<file path="config.mk">
export PLATFORM = sky130hd
export DESIGN_NAME = lcd_cursor_sequencer
export DESIGN_NICKNAME = d
export VERILOG_FILES = /design/src/rtl/lcd_cursor_sequencer.sv
export SDC_FILE = /design/constraint.sdc
export NUM_CORES = 1
export LEC_CHECK = 0
export ABC_AREA = 0
export CAP_MARGIN = 10
export CORE_UTILIZATION = 56
export DETAILED_ROUTE_END_ITERATION = 7
export PLACE_DENSITY_LB_ADDON = 0.1
export SLEW_MARGIN = 0
export SYNTH_ARGS = -nofsm -noshare
export SYNTH_HDL_FRONTEND = slang
export SYNTH_SLANG_ARGS = --single-unit
</file>
<file path="constraint.sdc">
create_clock -name clk -period 2.9 [get_ports clk]
set_input_delay 0.58 -clock clk [delete_from_list [all_inputs] [get_ports clk]]
set_output_delay 0.58 -clock clk [all_outputs]
set_load 0.005 [all_outputs]
</file>
<file path="src/rtl/lcd_cursor_sequencer.sv">
// Keypad-to-LCD sequencer: runs the HD44780 power-up init, then turns each popped key
// into zero to three LCD ops while tracking the cursor on a COLS x ROWS panel.
module lcd_cursor_sequencer #(
    parameter int unsigned COLS      = 16,
    parameter int unsigned ROWS      = 2,
    parameter logic [7:0]  CLEAR_KEY = 8'h2A,
    parameter logic [7:0]  BKSP_KEY  = 8'h23
) (
    input  logic       clk,
    input  logic       rst,
    input  logic       fifo_empty,
    input  logic [7:0] fifo_dout,
    output logic       fifo_rd_en,
    input  logic       lcd_ready,
    output logic       lcd_start,
    output logic [7:0] lcd_data,
    output logic       lcd_rs,
    output logic       init_done,
    output logic       busy,
    output logic       cursor_row,
    output logic [3:0] cursor_col
);

    localparam int unsigned COL_W    = 4;
    localparam logic [COL_W-1:0] LAST_COL = COL_W'(COLS - 1);

    // S_ISSUE doubles as the init entry point; init_done selects the op source
    localparam logic [2:0] S_ISSUE   = 3'd0;
    localparam logic [2:0] S_WAIT_LO = 3'd1;
    localparam logic [2:0] S_WAIT_HI = 3'd2;
    localparam logic [2:0] S_IDLE    = 3'd3;
    localparam logic [2:0] S_READ    = 3'd4;
    localparam logic [2:0] S_POP     = 3'd5;
    localparam logic [2:0] S_DECODE  = 3'd6;

    logic [2:0]       state, state_next;
    logic [7:0]       key_reg, key_next;
    logic [7:0]       op_d0, op_d1, op_d2, op_d0_next, op_d1_next, op_d2_next;
    logic [2:0]       op_rs, op_rs_next;
    logic [1:0]       op_last, op_last_next;
    logic [1:0]       op_idx, op_idx_next;
    logic             rd_en_next, start_next, rs_next, init_done_next, row_next;
    logic [7:0]       data_next;
    logic [COL_W-1:0] col_next;

    logic [7:0]       init_cmd, cur_data, addr_cmd;
    logic             cur_rs;
    logic [1:0]       last_idx;

    always_ff @(posedge clk or negedge rst) begin
        if (!rst) begin
            state      <= S_ISSUE;
            key_reg    <= 8'h00;
            op_d0      <= 8'h00;
            op_d1      <= 8'h00;
            op_d2      <= 8'h00;
            op_rs      <= 3'b000;
            op_last    <= 2'd0;
            op_idx     <= 2'd0;
            fifo_rd_en <= 1'b0;
            lcd_start  <= 1'b0;
            lcd_data   <= 8'h00;
            lcd_rs     <= 1'b0;
            init_done  <= 1'b0;
            busy       <= 1'b0;
            cursor_row <= 1'b0;
            cursor_col <= '0;
        end else begin
            state      <= state_next;
            key_reg    <= key_next;
            op_d0      <= op_d0_next;
            op_d1      <= op_d1_next;
            op_d2      <= op_d2_next;
            op_rs      <= op_rs_next;
            op_last    <= op_last_next;
            op_idx     <= op_idx_next;
            fifo_rd_en <= rd_en_next;
            lcd_start  <= start_next;
            lcd_data   <= data_next;
            lcd_rs     <= rs_next;
            init_done  <= init_done_next;
            busy       <= (state_next != S_IDLE);
            cursor_row <= row_next;
            cursor_col <= col_next;
        end
    end

    // Current op: fixed init table until init_done, then the decoded op list
    always_comb begin
        init_cmd = 8'h06;
        cur_data = op_d2;
        cur_rs   = op_rs[2];
        case (op_idx)
            2'd0: begin init_cmd = 8'h38; cur_data = op_d0; cur_rs = op_rs[0]; end
            2'd1: begin init_cmd = 8'h0C; cur_data = op_d1; cur_rs = op_rs[1]; end
            2'd2: init_cmd = 8'h01;
            default: ;
        endcase
        if (!init_done) begin
            cur_data = init_cmd;
            cur_rs   = 1'b0;
        end
        last_idx = init_done ? op_last : 2'd3;
    end

    always_comb begin
        state_next     = state;
        key_next       = key_reg;
        op_d0_next     = op_d0;
        op_d1_next     = op_d1;
        op_d2_next     = op_d2;
        op_rs_next     = op_rs;
        op_last_next   = op_last;
        op_idx_next    = op_idx;
        rd_en_next     = 1'b0;
        start_next     = 1'b0;
        data_next      = lcd_data;
        rs_next        = lcd_rs;
        init_done_next = init_done;
        row_next       = cursor_row;
        col_next       = cursor_col;
        addr_cmd       = 8'h80;

        case (state)
            S_ISSUE: begin
                if (lcd_ready) begin
                    start_next = 1'b1;
                    data_next  = cur_data;
                    rs_next    = cur_rs;
                    state_next = S_WAIT_LO;
                end
            end
            S_WAIT_LO: begin
                if (!lcd_ready) state_next = S_WAIT_HI;
            end
            S_WAIT_HI: begin
                if (lcd_ready) begin
                    if (op_idx == last_idx) begin
                        init_done_next = 1'b1;
                        op_idx_next    = 2'd0;
                        state_next     = S_IDLE;
                    end else begin
                        op_idx_next = op_idx + 2'd1;
                        state_next  = S_ISSUE;
                    end
                end
            end
            S_IDLE: begin
                if (!fifo_empty && init_done) begin
                    rd_en_next = 1'b1;
                    state_next = S_READ;
                end
            end
            S_READ:  state_next = S_POP;
            S_POP: begin
                key_next   = fifo_dout;
                state_next = S_DECODE;
            end
            S_DECODE: begin
                op_idx_next = 2'd0;
                state_next  = S_ISSUE;
                if (key_reg == CLEAR_KEY) begin
                    op_d0_next   = 8'h01;
                    op_rs_next   = 3'b000;
                    op_last_next = 2'd0;
                    row_next     = 1'b0;
                    col_next     = '0;
                end else if (key_reg == BKSP_KEY) begin
                    if (!cursor_row && cursor_col == '0) begin
                        state_next = S_IDLE;
                    end else begin
                        if (cursor_col != '0) begin
                            col_next = cursor_col - COL_W'(1);
                        end else begin
                            row_next = 1'b0;
                            col_next = LAST_COL;
                        end
                        addr_cmd     = {1'b1, row_next, 2'b00, col_next};
                        op_d0_next   = addr_cmd;
                        op_d1_next   = 8'h20;
                        op_d2_next   = addr_cmd;
                        op_rs_next   = 3'b010;
                        op_last_next = 2'd2;
                    end
                end else if (key_reg >= 8'h20 && key_reg <= 8'h7E) begin
                    op_d0_next = key_reg;
                    op_rs_next = 3'b001;
                    if (cursor_col < LAST_COL) begin
                        col_next     = cursor_col + COL_W'(1);
                        op_last_next = 2'd0;
                    end else begin
                        // Last column: wrap to the next line (last line wraps to line 0)
                        col_next     = '0;
                        row_next     = (ROWS > 1) ? ~cursor_row : 1'b0;
                        op_d1_next   = {1'b1, row_next, 6'b000000};
                        op_last_next = 2'd1;
                    end
                end else begin
                    state_next = S_IDLE;
                end
            end
            default: state_next = S_ISSUE;
        endcase
    end

endmodule

</file>
==> results.md <==
- Starting Density: 58.96%
- Cells after Synth: 260
- Top sig layer: met4
- Die Width: 70.17 um
- Critical path launch point type: flip-flop
- Mapped Area: 0.002602 mm2
- Layout area overhead: 15.72%
- Unrepaired setup endpoints after global routing: no
- Seq cells post-synth: 51
- Vias per cell: 5.773
- Clock-pin slew on the worst setup and hold paths: 0.09 ns
- Main flop type after synthesis: dfrtp_1
- CTS tree: built
- CORE AREA: between 0.004 and 0.005 mm2
- Final Setup Violations: 0
- Top-count cell post-synth: dfrtp_1
- Yosys warnings: 0
- End point of the critical path: op_d2[2]$_DFFE_PN0P_
- Slowest stage delay, CP: 0.53 ns
- Row count: 24
- MaxCap Viol Count: 0
- Syn nets: 279
- Die ar.: just under 0.005 mm2
- Max stage delay cell, worst path: dfrtp_1
- Port Buffer Count: 29
- # Post-CTS Setup Buffers: 0
- Setup crit start: cursor_col[0]$_DFFE_PN0P_
- Overall fraction of global-route tracks in use: 23.13%
- CP arrival: 2.49 ns
- Clk Latency, worst-skew pair: ~0.30 ns
- Cell area after layout: 0.003012 mm2
- Clk_skew: between 0.008 and 0.009 ns
- Crit path time final: 2.302 ns
- Static Leak: 1.369 nW
- GP Congestion: roughly 0.9
- Max Buffers Root-to-Sink: 2
- Layout Nets: 306
- Vias in the first global route: between 1500 and 2000
- Grt total ovfl: 0
- Initial antenna violation count: 0
- Fraction of registers with async set/reset: 100.0%
- Diode count: 0
- Yosys top cell area share: 49.04%
- First-pass GRT wire length: ~9000 um
- Antenna Nets Post-Route: 0
- Resize count post-CTS: 0
- Pwr per Cell Area: 894.1 mW/mm2
- R2R setup slack: ~0.60 ns
- # hold bufs at CTS: 0
- DRC viols: 0
- Yosys cell types: between 50 and 60
- Max_slew headroom: 62.13%
- R2r worst-path depth: 7
- Period utilization: 79.39%
- Crit-path cells: inv_1 -> ha_1 -> or3b_1 -> nor2_4 -> a211oi_4 -> o21ai_4 -> mux2_4
- Reg2reg end: op_d2[2]$_DFFE_PN0P_
- Max Fclk: roughly 430 MHz
- Post-synthesis sequential area ratio: 49.04%
- WL per Instance: 15.21 um
- Met1 Wirelength: 2527 um
- Crit-path max FO: 11
- Post-synthesis compound-gate area fraction: 18.89%
- H-tree levels: 2
- Adder and majority gate portion of the synthesized area: 3.365%
- Fillers: 382
- Path type of the worst setup path: reg2reg
- Area leader, netlist: dfrtp_1
- Fin. max-slew vios: 0
- CP Depth: 7
- Critical path required time: 3.09 ns
- IO Pins: 30
- Average size of a mapped cell: about 10 um2
- Proportion of synthesized area in mux cells: 5.769%
- Most frequent cells after synthesis: dfrtp_1 (51), nand2_1 (43), o21ai_0 (17), nor2_1 (15), inv_1 (13)
- Wire length on met2: 2392 um
- Synth area leaders: dfrtp_1 (49%), nand2_1 (6.2%), mux2_2 (3.5%), ha_1 (3.4%), o21ai_0 (3.3%)
- Peak supply drop: 0.0005302 V
- Top delay family on crit path: compound AO/OA/AOI/OAI gates
- Outcome: completed
- Area post-placement: 0.002909 mm2
- Hold crit path type: in2async
- Critical Path End Type: flip-flop
- Worst-Margin Slew: 0.5637 ns
- Main combinational cell family by area after synthesis: compound AO/OA/AOI/OAI gates
- Setup TNS: 0 ns
- Fin. Hold Viols: 0
- Drt pass-1 iters: 4
- Clock root buffer: clkbuf_8
- FF-to-FF Start: cursor_col[0]$_DFFE_PN0P_
- Via count: ~2000
- DP HPWL: roughly 3800 um
- Post-Synth XOR/XNOR Area: 1.683%
- Simple-gate share of the synthesized area: 17.12%
- Share of layout cells above drive strength 1: roughly a tenth
- CTS Sinks: between 50 and 60
- CP Buf/Inv Count: 1
- Die Y: 70.17 um
- Post-synth EDFFs: 0
- Post-Route WL: 5155 um
- Violation count after the first detailed-route iteration: 152
- Num CTS Buffers: 5
- Pin count of the biggest net entering global routing: 24
- Met3 wire length: 181 um
[placed cells by master, fill, tap and decap left out, types with 3 or more instances in the layout]
master / synthesis / layout
a21o_1: 4 / 4
a21oi_1: 10 / 10
a221oi_1: 3 / 3
a22o_1: 3 / 3
a22oi_1: 3 / 3
a31oi_1: 5 / 5
a32o_1: 3 / 3
clkbuf_8: 0 / 5
clkdlybuf4s50_1: 0 / 28
dfrtp_1: 51 / 51
ha_1: 7 / 7
inv_1: 13 / 13
mux2_2: 8 / 8
mux2i_1: 3 / 3
nand2_1: 43 / 43
nand2b_1: 6 / 6
nand3_1: 9 / 9
nor2_1: 15 / 15
nor3_1: 4 / 4
o21ai_0: 17 / 17
o31ai_1: 4 / 4
xnor2_1: 3 / 3
[area by class of cell]
cell class,instances,area (um2),area share (%)
Inverter,13,48.80,1.620
Clock inverter,1,30.03,0.9971
Tap cell,52,65.06,2.160
Multi-Input combinational cell,185,1219,40.47
Clock buffer,6,72.57,2.410
Timing Repair Buffer,31,300.3,9.971
Sequential cell,51,1276,42.38
[through the flow]
| step | hold slack [ns] | total power, W | utilization [%] | cells | setup WS [ns] |
|---|---|---|---|---|---|
| CTS | 0.2524 | 0.002706 | 68.23 | 339 | 0.6046 |
| detailed placement | 0.4548 | 0.002233 | 65.90 | 332 | 0.6221 |
| floorplan | 0.2844 | 0.001913 | - | 260 | 0.7086 |
| global placement | 0.4520 | 0.002209 | 65.90 | 332 | 0.7144 |
| global route | 0.2683 | 0.002905 | 68.23 | 339 | 0.4235 |
| finish | 0.2347 | 0.002693 | 68.23 | 339 | 0.5978 |
[routing by layer]
metal / GRT usage [%] / vias to the layer above
li1: - / 972
met1: 33.30 / 931
met2: 36.54 / 49
met3: 4.329 / 5
met4: 5.333 / 0
met5: 0 / -
[how the worst min path moves through the flow]
stage	end	cells after the start	slack, ns
after CTS	lcd_data[7]$_DFFE_PN0P_	1	0.25
final	lcd_data[7]$_DFFE_PN0P_	1	0.23
after detailed placement	op_d2[7]$_DFFE_PN0P_	1	0.45
after floorplan	busy$_DFF_PN0_	0	0.28
after global routing	lcd_data[7]$_DFFE_PN0P_	1	0.27
after global placement	op_d2[7]$_DFFE_PN0P_	1	0.45
[cell families after synthesis]
logic type      after synthesis
mux                          13
buf+inv                      24
fa+ha+maj                     7
xor+xnor                      5
flops                        51
simple gates                 92
compound gates               68
[power breakdown]
group          internal [W]  switching, W  total (W)  leakage [nW]
registers          0.000959      0.000265    0.00122         0.654
logic              0.000496      0.000503   0.000998         0.664
clock network      0.000253      0.000218   0.000471        0.0513
total               0.00171      0.000985    0.00269          1.37
Power figures use the tool's default switching activity.
